--- config.mk ---
export PLATFORM = sky130hd
export DESIGN_NAME = mem_access_stage
export DESIGN_NICKNAME = d
export VERILOG_FILES = /design/src/rtl/mem_access_stage_pkg.sv /design/src/rtl/mem_access_stage_data_mem.sv /design/src/rtl/mem_access_stage.sv
export SDC_FILE = /design/constraint.sdc
export NUM_CORES = 2
export LEC_CHECK = 0
export CAP_MARGIN = 0
export CORE_MARGIN = 1.5
export CORE_UTILIZATION = 40
export CTS_BUF_LIST = sky130_fd_sc_hd__clkbuf_8
export DETAILED_ROUTE_END_ITERATION = 8
export GPL_ROUTABILITY_DRIVEN = 0
export GPL_TIMING_DRIVEN = 0
export PLACE_DENSITY = 0.55
export SYNTH_ARGS = -nofsm -noshare
export SYNTH_HDL_FRONTEND = slang
export SYNTH_SLANG_ARGS = --single-unit
--- constraint.sdc ---
create_clock -name clk -period 7.4 [get_ports clk]
set_input_delay 2.22 -clock clk [delete_from_list [all_inputs] [get_ports clk]]
set_output_delay 2.22 -clock clk [all_outputs]
set_load 0.02 [all_outputs]
--- src/rtl/mem_access_stage_pkg.sv ---
// Shared processor definitions for the memory-access pipeline stage:
// FSM encoding, latency default, data-memory geometry and the latched EX/MEM op.
package mem_access_stage_pkg;

  localparam int MEM_LATENCY_DEF = 2;
  localparam int ADDR_W          = 8;
  localparam int DATA_W          = 16;
  localparam int REG_W           = 4;
  localparam int CNT_W           = 4;

  typedef enum logic [1:0] {
    IDLE   = 2'd0,
    ACCESS = 2'd1,
    DONE   = 2'd2
  } state_t;

  typedef struct packed {
    logic              reg_dst;
    logic              mem_read;
    logic              mem_to_reg;
    logic              mem_write;
    logic              reg_write;
    logic [REG_W-1:0]  rt;
    logic [REG_W-1:0]  rd;
    logic [DATA_W-1:0] result;
    logic [DATA_W-1:0] wdata;
    logic [ADDR_W-1:0] addr;
  } ex_mem_t;

  function automatic logic [REG_W-1:0] dest_reg(input ex_mem_t op);
    return op.reg_dst ? op.rd : op.rt;
  endfunction

endpackage

--- src/rtl/mem_access_stage_data_mem.sv ---
// Data memory: synchronous write and synchronous read, one shared address port.
// Contents are deliberately not reset.
module data_mem
  import mem_access_stage_pkg::*;
#(
  parameter int DEPTH = 256
) (
  input  logic              clk,
  input  logic              we_i,
  input  logic              re_i,
  input  logic [ADDR_W-1:0] addr_i,
  input  logic [DATA_W-1:0] wdata_i,
  output logic [DATA_W-1:0] rdata_o
);

  logic [DATA_W-1:0] mem_q [DEPTH];
  logic [DATA_W-1:0] rdata_q;

  always_ff @(posedge clk) begin
    if (we_i) mem_q[addr_i] <= wdata_i;
    if (re_i) rdata_q <= mem_q[addr_i];
  end

  assign rdata_o = rdata_q;

endmodule

--- src/rtl/mem_access_stage.sv ---
// MEM pipeline stage: registered pass-through for ALU ops, multi-cycle load/store
// (MEM_LATENCY 1..15) with a combinational stall request back to IF/ID/EX.
module mem_access_stage
  import mem_access_stage_pkg::*;
#(
  parameter int MEM_DEPTH   = 256,
  parameter int MEM_LATENCY = MEM_LATENCY_DEF
) (
  input  logic              clk,
  input  logic              rst_n,
  input  logic              stall_in,
  input  logic              RegDst_in,
  input  logic              MemRead_in,
  input  logic              MemtoReg_in,
  input  logic              MemWrite_in,
  input  logic              RegWrite_in,
  input  logic [REG_W-1:0]  rt_in,
  input  logic [REG_W-1:0]  rd_in,
  input  logic [DATA_W-1:0] result_in,
  input  logic [DATA_W-1:0] read_data2_in,
  input  logic [15:0]       lsadr_in,
  output logic              mem_busy,
  output logic              wb_valid,
  output logic              RegWrite_out,
  output logic [REG_W-1:0]  wb_reg,
  output logic [DATA_W-1:0] wb_data
);

  localparam logic [CNT_W-1:0] CNT_INIT = CNT_W'(MEM_LATENCY - 1);

  state_t            state_q, state_d;
  logic [CNT_W-1:0]  cnt_q, cnt_d;
  ex_mem_t           op_q, op_d, in_op;
  logic              wb_valid_q, wb_valid_d;
  logic              rw_q, rw_d;
  logic [REG_W-1:0]  wb_reg_q, wb_reg_d;
  logic [DATA_W-1:0] wb_data_q, wb_data_d;
  logic [DATA_W-1:0] rdata, wb_data_cur;
  logic              last, mem_we, mem_re, load_sel;
  logic              unused_addr_hi;

  assign unused_addr_hi = ^lsadr_in[15:ADDR_W];

  assign in_op = '{reg_dst: RegDst_in, mem_read: MemRead_in, mem_to_reg: MemtoReg_in,
                   mem_write: MemWrite_in, reg_write: RegWrite_in, rt: rt_in, rd: rd_in,
                   result: result_in, wdata: read_data2_in, addr: lsadr_in[ADDR_W-1:0]};

  // Store commit and load sample both land on the ACCESS->DONE edge; a store wins over a load.
  assign last     = (state_q == ACCESS) && (cnt_q == '0);
  assign mem_we   = last && op_q.mem_write;
  assign mem_re   = last && op_q.mem_read && !op_q.mem_write;
  assign load_sel = (state_q == DONE) && op_q.mem_to_reg && op_q.mem_read && !op_q.mem_write;

  // The loaded word only exists in the read register during DONE; afterwards it is held in wb_data_q.
  assign wb_data_cur = load_sel ? rdata : wb_data_q;

  always_comb begin
    state_d    = state_q;
    cnt_d      = cnt_q;
    op_d       = op_q;
    wb_valid_d = wb_valid_q;
    rw_d       = rw_q;
    wb_reg_d   = wb_reg_q;
    wb_data_d  = wb_data_cur;
    mem_busy   = 1'b0;
    case (state_q)
      IDLE, DONE: begin
        state_d = IDLE;
        if (stall_in) begin
          wb_valid_d = 1'b0;
          rw_d       = 1'b0;
        end else if (MemRead_in || MemWrite_in) begin
          op_d       = in_op;
          cnt_d      = CNT_INIT;
          mem_busy   = 1'b1;
          wb_valid_d = 1'b0;
          rw_d       = 1'b0;
          state_d    = ACCESS;
        end else begin
          wb_valid_d = 1'b1;
          rw_d       = RegWrite_in;
          wb_reg_d   = dest_reg(in_op);
          wb_data_d  = result_in;
        end
      end
      ACCESS: begin
        // The final ACCESS cycle drops busy so upstream advances into the DONE cycle.
        if (cnt_q != '0) begin
          cnt_d    = cnt_q - 1'b1;
          mem_busy = 1'b1;
        end else begin
          state_d    = DONE;
          wb_valid_d = 1'b1;
          rw_d       = op_q.reg_write && !(op_q.mem_read && op_q.mem_write);
          wb_reg_d   = dest_reg(op_q);
          wb_data_d  = op_q.result;
        end
      end
      default: state_d = IDLE;
    endcase
  end

  always_ff @(posedge clk or negedge rst_n) begin
    if (!rst_n) begin
      state_q    <= IDLE;
      cnt_q      <= '0;
      op_q       <= '0;
      wb_valid_q <= 1'b0;
      rw_q       <= 1'b0;
      wb_reg_q   <= '0;
      wb_data_q  <= '0;
    end else begin
      state_q    <= state_d;
      cnt_q      <= cnt_d;
      op_q       <= op_d;
      wb_valid_q <= wb_valid_d;
      rw_q       <= rw_d;
      wb_reg_q   <= wb_reg_d;
      wb_data_q  <= wb_data_d;
    end
  end

  data_mem #(.DEPTH(MEM_DEPTH)) u_data_mem (
    .clk     (clk),
    .we_i    (mem_we),
    .re_i    (mem_re),
    .addr_i  (op_q.addr),
    .wdata_i (op_q.wdata),
    .rdata_o (rdata)
  );

  assign wb_valid     = wb_valid_q;
  assign RegWrite_out = rw_q;
  assign wb_reg       = wb_reg_q;
  assign wb_data      = wb_data_cur;

endmodule

==> results.md <==
- Layout cells sized above 1: 0.297
- Slowest stage cell, crit path: o41ai_1
- Fin crit share: 0.929
- Post-synthesis net count: 7161
- Critical path class: flop to flop
- Async SR Flop Fraction: 0.0193
- Sw frac: 0.355
- GR Util All Layers: 0.238
- Vias per Instance: 5.84
- Pre-antenna DRT Iters: 6
- Max-cap violations: 10
- Pleak: 0.0577 uW
- DRT Wirelength: around 480000 um
- First-pass GRT wire length: 657000 um
- Setup slack after placement: 0.740 ns
- Die height: 633 um
- DR DRC count: 0
- CTS HTree Levels: 6
- CTS Hold Bufs: 0
- Routed length per instance: 34.6 um
- Critical path required time: 8.12 ns
- Largest net degree at the start of global routing: 91
- Starting Density: 0.402
- Slowest stage delay, CP: 1.38 ns
- Max IR drop VDD: between 0.3 and 0.4 mV
- Final cell count without fillers: around 14000
- Fmax: 145 MHz
- Via count: 81400
- Largest cells by area after synthesis: edfxtp_1 (78%), mux4_2 (15%), a22oi_1 (2.5%)
- Fillers: between 30000 and 40000
- Power per standard cell area: 384 nW/um^2
- Number of buffers added on ports: 78
- PnR worst setup slack: ~0.53 ns
- Clock buffer depth: 4
- Final setup violating endpoints: 0
- Synth top area share: 0.777
- Std-Cell Core Area: a little under 400000 sq um
- Met3 Use GR: 0.0645
- Combinational share of power: 0.312
- Clock power share: 0.257
- CP Max Fanout: 10
- EDFF count, synth: 4112
- Area of the die: 401000 sq um
- Hold crit path type: flop to flop
- Root Buffer: clkbuf_8
- Cell internal pwr: about 46000 uW
- Reg clk slew, reported paths: approximately 0.060 ns
- Layout Nets: 8222
- Post-synthesis cell area: 159000 sq um
- Switching Power: 25200 uW
- Fin. max-slew vios: 22
- Largest Register: u_data_mem.mem_q
- Area Growth Syn to Fin: 16.1%
- Cell variety after synth: 33
- Routing usage on met2: 0.366
- CP dominant cell by count: clkbuf_1
- Area leader, netlist: edfxtp_1
- Grt ovf: 0
- First-iteration detailed-routing DRC count: approximately 11000
- Worst setup EP type: flop
- Largest regs: u_data_mem.mem_q (4096), op_q (53)
- ANT nets after route: 0
- RSZ-0062 raised after global routing: no
- Worst-Skew Late Latency: about 1.3 ns
- Startpoint types: flop
- Failing checks: max-capacitance violations, max-slew violations
- Site Rows: 231
- Post-CTS setup buffers: 0
- CTS tree: done
- Post_cts resized: 0
- Fin crit period: 6.87 ns
- CP Data Arrival Time: 7.59 ns
- Most crowded layer after global routing: met2
- Relative slew margins: -0.0659
- Worst reg-to-reg path cell count: 8
- Post-synthesis sequential area ratio: 0.790
- Most common flop cell mapped by yosys: edfxtp_1
- Post-DP HPWL: 329000 um
- Die X-Extent: between 600 and 700 um
- Sequential power share: 0.431
- WHS Path Cells: 2
- IO Count: between 80 and 90
- #FFs+latches synth: 4193
- Status: finished, violations left
- Cells after DPL: 12700
- Cells after Synth: 7095
- Met1 Use GR: 0.316
- Initial antenna violation count: 36
- Worst path cell trace: buf_2, clkbuf_1, clkbuf_1, mux4_2, a22oi_1, a21oi_1, o41ai_1, nand4_1
- Number of global-route vias before repair: between 80000 and 90000
- Final Hold Fails: 0
- Clock Skews: 0.0985 ns
- Total CTS buffers: 675
- Average size of a mapped cell: about 22 sq um
- Clock sink count: 4193
- Synthesis Warnings: 0
- Worst Max-Slew Pin Slew: 1.60 ns
- Max FFs per register: 4096
## cells in the mapped netlist (3+ instances only)
library cell / count
buf_2: 70
nand2b_1: 5
nor2b_1: 7
buf_6: 17
nand4_1: 16
a22oi_1: 528
mux4_2: 1024
inv_1: 3
nand2_1: 237
buf_1: 47
a21oi_1: 257
nand3_1: 5
and3_1: 4
nor2_1: 267
buf_4: 27
dfrtp_1: 81
xnor2_1: 3
edfxtp_1: 4112
mux2i_1: 4
o21ai_0: 11
o41ai_1: 64
mux2_2: 20
clkbuf_1: 271
## worst paths after layout
kind	slack, ns	start	endpoint
max	0.53	op_q[1]	u_data_mem.rdata_o[15]
min	0.48	op_q[41]	op_q[41]
max reg2reg	0.53	op_q[1]	u_data_mem.rdata_o[15]
min reg2reg	0.48	op_q[41]	op_q[41]
max in group asynchronous	5.74	rst_n	op_q[11]
min in group asynchronous	0.95	rst_n	wb_valid
## per-layer routing
| metal | share of wire | wire length [um] |
|---|---|---|
| met1 | 0.39 | 188000 |
| met2 | 0.46 | 222000 |
| met3 | 0.098 | 47300 |
| met4 | 0.054 | 26000 |
| met5 | 0.000054 | 26 |
## logic make-up (layout without fill, tap and decap cells)
| logic type | count (synthesis) | after routing | share of synthesized area |
|---|---|---|---|
| xor gates and xnor gates | 3 | 3 | 0.000165 |
| other | 0 | 10 | 0 |
| and+or+nand+nor | 550 | 550 | 0.0137 |
| AOI/OAI and AO/OA | 863 | 863 | 0.0370 |
| DFF | 4193 | 4193 | 0.790 |
| muxes | 1048 | 1048 | 0.147 |
| buffers and inverters | 436 | 2029 | 0.0123 |
| adders and majority gates | 2 | 2 | 0.000157 |
## area by class of cell
class | instances | area, sq um | area share
Sequential cell | 4193 | 126000 | 0.680
Multi-Input combinational cell | 2466 | 32200 | 0.174
Clock buffer | 697 | 9590 | 0.0520
Tap cell | 5242 | 6560 | 0.0355
Timing Repair Buffer | 384 | 6160 | 0.0334
Clock inverter | 512 | 2480 | 0.0134
Buffer | 432 | 1980 | 0.0107
Antenna cell | 10 | 25.0 | 0.000136
Inverter | 4 | 15.0 | 0.0000814
## stage by stage
step,total power (uW),util,setup TNS (ns),area [sq um],hold WS [ns]
2_1_floorplan,42700,-,0,159000,0.445
3_3_place_gp,53500,0.420,-5070.12,166000,0.468
3_5_place_dp,52900,0.436,0,172000,0.468
4_1_cts,71000,0.466,0,184000,0.484
5_1_grt,72900,0.466,0,185000,0.492
6_report,70900,0.466,0,185000,0.481
## worst max-delay path: cells and delay by family (launching register included)
family,cells,cell delay (ns)
buffers and inverters,3,2.52
muxes,1,0.40
AOI/OAI and AO/OA,3,2.09
DFF,1,0.42
and+or+nand+nor,1,0.85
## cell usage in the layout (no fill, tap or decap), types with 28 or more instances in the layout
cell type	count
buf_16	63
buf_1	44
clkdlybuf4s50_1	77
nor2_2	257
o41ai_1	62
inv_1	256
buf_8	195
clkinv_2	43
buf_4	28
clkbuf_8	697
clkinv_1	162
dfrtp_1	65
mux4_2	1024
buf_6	43
buf_2	74
clkbuf_1	241
edfxtp_1	4112
clkbuf_2	29
a22oi_1	528
nand2_1	237
a21oi_1	244
## power groups by stage
stage | Clock [uW] | Sequential [uW] | Combinational, uW
final | 18200 | 30500 | 22100
after global routing | 19600 | 30600 | 22800
after CTS | 18500 | 30500 | 21900
after detailed placement | 0 | 31000 | 21900
after global placement | 0 | 35800 | 17700
after floorplan | 0 | 32500 | 10200
Note: power is estimated with default switching activity, not from simulation.
